[src/rtl/stdmacro_skid_pkg.sv]
// stdmacro_skid_pkg
// Shared definitions for the two-entry skid buffer.
// The state encoding doubles as the occupancy count, so the count port is the
// state register itself with no extra decode.
package stdmacro_skid_pkg;

    typedef enum logic [1:0] {
        SKID_EMPTY = 2'd0,
        SKID_BUSY  = 2'd1,
        SKID_FULL  = 2'd2
    } skid_state_e;

endpackage

[src/rtl/stdmacro_skid_buffer_dfferan.sv]
// std_dfferan
// Enable-controlled D flip-flop bank with asynchronous active-low reset to zero.
// Ports:
//   clk    - clock, rising edge
//   rst_n  - asynchronous active-low reset, clears q
//   en     - load enable; q holds when low
//   d      - data in  [WIDTH-1:0]
//   q      - data out [WIDTH-1:0]
module std_dfferan #(
    parameter int WIDTH = 32
) (
    input  logic             clk,
    input  logic             rst_n,
    input  logic             en,
    input  logic [WIDTH-1:0] d,
    output logic [WIDTH-1:0] q
);

    always_ff @(posedge clk or negedge rst_n) begin
        if (!rst_n) begin
            q <= '0;
        end else if (en) begin
            q <= d;
        end
    end

endmodule

[src/rtl/stdmacro_skid_buffer.sv]
// stdmacro_skid_buffer
// Two-entry registered pipeline slice. Upstream and downstream handshakes are
// decoupled: s_ready and m_valid come straight from the state flops, so no
// combinational path runs from one side to the other.
// Optional feature macro: STDMACRO_SKID_FLUSH_EN adds a synchronous flush input.
// Ports:
//   clk      - clock, rising edge
//   aresetn  - asynchronous active-low reset
//   s_valid  - upstream beat present
//   s_ready  - buffer can accept a beat (from state flops)
//   s_data   - upstream payload [DATA_WIDTH-1:0]
//   m_valid  - downstream beat present (from state flops)
//   m_ready  - downstream accepts beat
//   m_data   - downstream payload, driven by the main register
//   count    - occupancy 0..2
//   flush    - discard all entries (only with STDMACRO_SKID_FLUSH_EN)
//
// state      | meaning
// -----------+-------------------------------------------
// SKID_EMPTY | no entries; count 0
// SKID_BUSY  | main register valid; count 1
// SKID_FULL  | main and skid valid, skid is the younger; count 2
module stdmacro_skid_buffer
    import stdmacro_skid_pkg::*;
#(
    parameter int DATA_WIDTH = 32
) (
    input  logic                  clk,
    input  logic                  aresetn,
    input  logic                  s_valid,
    output logic                  s_ready,
    input  logic [DATA_WIDTH-1:0] s_data,
    output logic                  m_valid,
    input  logic                  m_ready,
    output logic [DATA_WIDTH-1:0] m_data,
`ifdef STDMACRO_SKID_FLUSH_EN
    input  logic                  flush,
`endif
    output logic [1:0]            count
);

    skid_state_e           state;
    logic                  in_beat;
    logic                  out_beat;
    logic                  kill;
    logic                  main_en;
    logic                  skid_en;
    logic [DATA_WIDTH-1:0] main_d;
    logic [DATA_WIDTH-1:0] skid_q;

    assign s_ready  = (state != SKID_FULL);
    assign m_valid  = (state != SKID_EMPTY);
    assign count    = state;
    assign in_beat  = s_valid & s_ready;
    assign out_beat = m_valid & m_ready;

`ifdef STDMACRO_SKID_FLUSH_EN
    assign kill = flush;
`else
    assign kill = 1'b0;
`endif

    // Loads are suppressed on a flush so a dropped beat never reaches m_data.
    always_comb begin
        main_en = 1'b0;
        skid_en = 1'b0;
        main_d  = s_data;
        case (state)
            SKID_EMPTY: main_en = in_beat;
            SKID_BUSY: begin
                main_en = in_beat & out_beat;
                skid_en = in_beat & ~out_beat;
            end
            SKID_FULL: begin
                main_en = out_beat;
                main_d  = skid_q;
            end
            default: ;
        endcase
        if (kill) begin
            main_en = 1'b0;
            skid_en = 1'b0;
        end
    end

    always_ff @(posedge clk or negedge aresetn) begin
        if (!aresetn) begin
            state <= SKID_EMPTY;
        end else if (kill) begin
            state <= SKID_EMPTY;
        end else begin
            case (state)
                SKID_EMPTY: if (in_beat) state <= SKID_BUSY;
                SKID_BUSY: begin
                    if (in_beat && !out_beat)      state <= SKID_FULL;
                    else if (!in_beat && out_beat) state <= SKID_EMPTY;
                end
                SKID_FULL: if (out_beat) state <= SKID_BUSY;
                default: state <= SKID_EMPTY;
            endcase
        end
    end

    std_dfferan #(.WIDTH(DATA_WIDTH)) u_main (
        .clk   (clk),
        .rst_n (aresetn),
        .en    (main_en),
        .d     (main_d),
        .q     (m_data)
    );

    std_dfferan #(.WIDTH(DATA_WIDTH)) u_skid (
        .clk   (clk),
        .rst_n (aresetn),
        .en    (skid_en),
        .d     (s_data),
        .q     (skid_q)
    );

endmodule

[config.mk]
export PLATFORM = sky130hd
export DESIGN_NAME = stdmacro_skid_buffer
export DESIGN_NICKNAME = d
export VERILOG_FILES = /design/src/rtl/stdmacro_skid_pkg.sv /design/src/rtl/stdmacro_skid_buffer_dfferan.sv /design/src/rtl/stdmacro_skid_buffer.sv
export SDC_FILE = /design/constraint.sdc
export NUM_CORES = 1
export LEC_CHECK = 0
export CORE_MARGIN = 4
export CORE_UTILIZATION = 45
export CTS_CLUSTER_DIAMETER = 40
export DETAILED_ROUTE_END_ITERATION = 8
export GPL_TIMING_DRIVEN = 0
export PLACE_DENSITY = 0.72
export SYNTH_ARGS = -nofsm -noshare
export SYNTH_HDL_FRONTEND = slang
export SYNTH_HIERARCHICAL = 1
export SYNTH_SLANG_ARGS = --single-unit
[constraint.sdc]
create_clock -name clk -period 2.1 [get_ports clk]
set_input_delay 0.42 -clock clk [delete_from_list [all_inputs] [get_ports clk]]
set_output_delay 0.42 -clock clk [all_outputs]
set_load 0.03 [all_outputs]
# Word-level counts from Yosys, hierarchy flattened
# Index checks and enable logic that the tools add are counted.
[totals]
ff_bits = 66
inputBits = 36
out_inout_bits = 36
word_cells = 29
[classes]
n_eq_ne = 6
muxes = 8
bitwise_logic = 5
n_reduce_logical = 7
[op_table]
columns = ["op", "count"]
rows = [
  ["32-bit two-way mux", 1],
  ["2-bit two-way mux", 4],
  ["2-bit != test, second input constant", 3],
  ["2-bit case mux with 3 select lines", 1],
  ["1-bit bitwise AND", 4],
  ["3-bit != test, second input constant", 1],
  ["1-bit case mux with 3 select lines", 1],
  ["3-bit AND reduction", 1],
  ["2-bit by 1-bit equality test with 1-bit output, second input constant", 1],
  ["2-bit equality test, second input constant", 1],
  ["1-bit logical AND", 2],
  ["1-bit zero test", 2],
  ["2-bit zero test", 1],
  ["2-bit nonzero test", 1],
  ["1-bit two-way mux", 1],
  ["1-bit inverter", 1],
]

# Longest topological paths before layout
[depth]
depth_word = 7
ltp_mapped = 5
depth_no_buf = 3

# Cells and area by module
# Netlist, hierarchy kept.
[modules_own_cells]
columns = ["mod", "n_inst", "cells_per_inst", "area_per_inst_um2", "seq_area_each_um2"]
rows = [
  ["std_dfferan", 2, 68, 1345.0, 800.8],
  ["stdmacro_skid_buffer", 1, 50, 671.9, 50.0],
]

# Worst setup path before layout
# OpenSTA, ideal clock, no wires.
[synth_timing]
path_kind = "register to register"
from = "register state[1], in the netlist count[1]"
to = "register u_main.q[29]"
setup_time_ns = 0.125
arrival_ns = 1.573
t_required_ns = 1.975
slack_ns = 0.402
stages_incl_launch_ff = 6
n_path_buf = 2
period_less_slack_ns = 1.698
path_cell_list = "dfrtp_1 > nor2b_2 > buf_6 > buf_12 > mux2_4 > mux2_2"
[synth_between]
elab_cells_between_ends = 10
cone_classes = "3 x eq/ne; 2 x mux; 3 x bitwise; 2 x reduce/logical"
[synth_rtl]
columns = ["item", "line", "rtl"]
rows = [
  ["start: declaration", "stdmacro_skid_buffer.sv:42", "skid_state_e state;"],
  ["start signal: assignment", "stdmacro_skid_buffer.sv:88", "state <= SKID_EMPTY;"],
  ["start signal: assignment", "stdmacro_skid_buffer.sv:90", "state <= SKID_EMPTY;"],
  ["start signal: assignment", "stdmacro_skid_buffer.sv:93", "SKID_EMPTY: if (in_beat) state <= SKID_BUSY;"],
  ["2-bit equality test", "stdmacro_skid_buffer.sv:68", "case (state)"],
  ["32-bit two-way mux", "stdmacro_skid_buffer.sv:68", ""],
  ["net main_d[29]", "stdmacro_skid_buffer.sv:48", "logic [DATA_WIDTH-1:0] main_d;"],
  ["end signal: assignment", "stdmacro_skid_buffer_dfferan.sv:21", "q <= '0;"],
  ["end signal: assignment", "stdmacro_skid_buffer_dfferan.sv:23", "q <= d;"],
  ["end: declaration", "stdmacro_skid_buffer_dfferan.sv:16", "output logic [WIDTH-1:0] q"],
]
# The timed path passes the listed nets, and every way through them passes these cells.
# A chain may end at the register's enable or synchronous reset.

# Worst setup path in the final report
[layout_timing]
from = "register state[1], in the netlist count[1]"
to = "output port s_ready"
[layout_between]
elab_chain_len = 1
[layout_rtl]
columns = ["item", "line", "rtl"]
rows = [
  ["2-bit != test", "stdmacro_skid_buffer.sv:51", "assign s_ready = (state != SKID_FULL);"],
  ["end: declaration", "stdmacro_skid_buffer.sv:31", "output logic s_ready,"],
]
# Every way passes these cells.

==> impl_metrics.csv <==
group,metric,value,unit
die,placementRows,31,
critical_path,cp.required,1.68,ns
detailed_routing,ant_nets,0,
yosys,ys_ff_latch,66,
placement,place_worst_setup_slack,0.0570,ns
critical_path,reg2reg_from,"count[1]",
global_route,grt_max_degree,67,
critical_path,slowest_stage,"dfrtp_1",
placement,place_hpwl,4.11,mm
hold_path,hold_path_class,"in -> async",
yosys,synth_top_area_frac,0.491,
outcome,status,"finished, final reports clean",
global_route,grt_pass1_wl,9.93,mm
critical_path,r2r-end,"u_skid/q[27]",
critical_path,r2r_cells,6,
cts,cts_tree,"yes",
die,die_h,94.4,um
global_route,antenna_found_initial,0,
yosys,ys_types,16,
pwr,power.total,0.00490,W
global_route,grt_pass1_vias,1912,
detailed_routing,routed_wl,6.18,mm
final_layout,fillers,562,
run,drv_cap,0,
timing,post-route-min-period,2.02,ns
timing,max_freq,495,MHz
die,coreArea,7250,um2
critical_path,crit_path_end_kind,"output port",
detailed_routing,remaining_drc_errors,0,
detailed_routing,num_vias,1757,
timing,fin_worst_skew,0.00751,ns
cts,cts_made_buffers,9,
global_route,grt-ovfl-total,0,
detailed_routing,wl_per_cell,16.6,um
die,initial_core_util,0.464,
yosys,synth_area,3360,um2
yosys,synthArstFlopShare,1.00,
cts,insertion_delay,0.33,ns
yosys,ys_warn_count,6,
critical_path,crit_chain,"nor2b_2, buf_6, buf_12, inv_1, clkdlybuf4s18_2",
placement,io_buffers,71,
yosys,syn_area_per_cell,18.1,um2
critical_path,path_max_fanout,10,
yosys,synthCells,186,
timing,worstMarginPinSlew,0.842,ns
pwr,p_leak,1.96,nW
final_layout,layout-drive-gt1-share,0.474,
pwr,ir_drop,0.506,mV
yosys,synth_edf_count,0,
placement,place_congestion,0.685,
yosys,synth_seq_area_share,0.491,
timing,slew_headroom,0.439,
cts,clk_path_buf_depth,2,
cts,h-tree-depth,3,
global_route,grt_usage,0.149,
cts,clkTransAtPathRegs,0.07,ns
cts,root_buffer,"clkbuf_8",
yosys,yosysMostFrequentCell,"mux2_4",
final_layout,nNetsFinal,305,
die,die_w,94.4,um
yosys,synthTopCellsByCount,"mux2_4, dfrtp_1, buf_12",
die,dieArea,8920,um2
critical_path,arrival,1.60,ns
detailed_routing,drtIter0Drc,35,
timing,setup_viol,0,
final_layout,n_antenna_cell,0,
timing,timing.final.ws_setup,0.0779,ns
critical_path,worstSetupStartpointType,"flop",
pwr,cellPowerDensity,1110,nW/um2
timing,hold_violations,0,
final_layout,final_core_util,0.609,
yosys,ys.flop_type,"dfrtp_1",
die,ios,72,
cts,clock-sinks,66,
detailed_routing,viasPerCell,4.71,
yosys,syn_nets,222,
timing,maxSlewViolCount,0,
yosys,yosys.area.top_type,"dfrtp_1",
final_layout,area_delta_synth_final,31.4,%
detailed_routing,dr.pass1.iters,3,
yosys,synth_area_leaders,"dfrtp_1, mux2_4, buf_12, mux2_2, buf_6",
critical_path,worstSetupPathType,"reg -> out",
timing,final.period_utilization,0.963,
critical_path,regToRegSetupSlack,0.35,ns
critical_path,critPathMaxStageDelay,0.43,ns
==> critical path, delay by kind of cell, from the launching register on <==
family	cells	cell delay (ns)
buf+inv	4	0.66
simple gates	1	0.17
flops	1	0.43
==> how the worst max path moves through the flow <==
stage,start,end,slack (ns),cells after the start
6_report,count[1],s_ready,0.08,5
4_1_cts,count[1],s_ready,0.05,5
2_1_floorplan,count[1],u_main/q[29],0.40,5
5_1_grt,count[1],s_ready,-0.005,5
3_5_place_dp,m_ready,u_main/q[10],0.06,6
3_3_place_gp,aresetn,u_main/q[19],-1.73,1
==> cell usage in the layout, fill, tap and decap left out, types with 2 or more instances in the layout <==
cell / synthesis / routed
mux2_4: 89 / 89
clkdlybuf4s50_1: 0 / 68
dfrtp_1: 66 / 65
buf_12: 9 / 9
clkbuf_8: 0 / 9
mux2_2: 7 / 7
buf_6: 3 / 3
nand3b_1: 2 / 2
clkinvlp_4: 0 / 2
clkinv_2: 0 / 2
bufinv_16: 0 / 2
buf_4: 0 / 2
==> final cells by class <==
class	instances	area [um2]	share of cell area
Tap cell	99	124	0.0280
Buffer	12	214	0.0484
Inverter	1	3.75	0.000849
Clock buffer	9	124	0.0280
Sequential cell	66	1650	0.374
Clock inverter	7	93.8	0.0212
Timing Repair Buffer	72	714	0.162
Multi-Input combinational cell	107	1490	0.338
==> cells by family after synthesis <==
group | share of synthesized area
AOI/OAI and AO/OA | 0.00521
buffers and inverters | 0.0648
DFF | 0.491
muxes | 0.421
and+or+nand+nor | 0.0179
==> state kept, by name, summed over array words and instances, names as in the netlist <==
name,count
count,2
u_main/q,32
u_skid/q,32
==> power by group <==
group	internal (W)	switching, W	total [W]
combinational	0.00109	0.000745	0.00183
sequential	0.00168	0.000231	0.00191
clock	0.000666	0.000499	0.00116
==> per-layer routing <==
layer / track usage / up-vias / wire (um)
met3: 0.0614 / 7 / 358
met4: 0.0505 / 0 / 89
met2: 0.222 / 46 / 2840
met5: 0 / - / 0
met1: 0.196 / 880 / 2890
li1: - / 824 / -
==> stage by stage <==
step	TNS, ns	hold WS [ns]	area [um2]	cells
final	0	0.185	4420	373
after global routing	-0.00472	0.244	4420	373
after CTS	0	0.211	4410	372
after detailed placement	0	0.492	4190	356
after global placement	-114.21	0.486	4200	356
after floorplan	0	0.124	3360	186
==> what timing repair did <==
action                                 CTS  global route
hold buffers                             0             0
endpoints found under the hold margin    0             0
resized for setup                        4             2
pin swaps                                0             0
setup endpoints to repair                2             1
buffers inserted                         0             1
No activity file was read; power rests on OpenSTA's default activity.
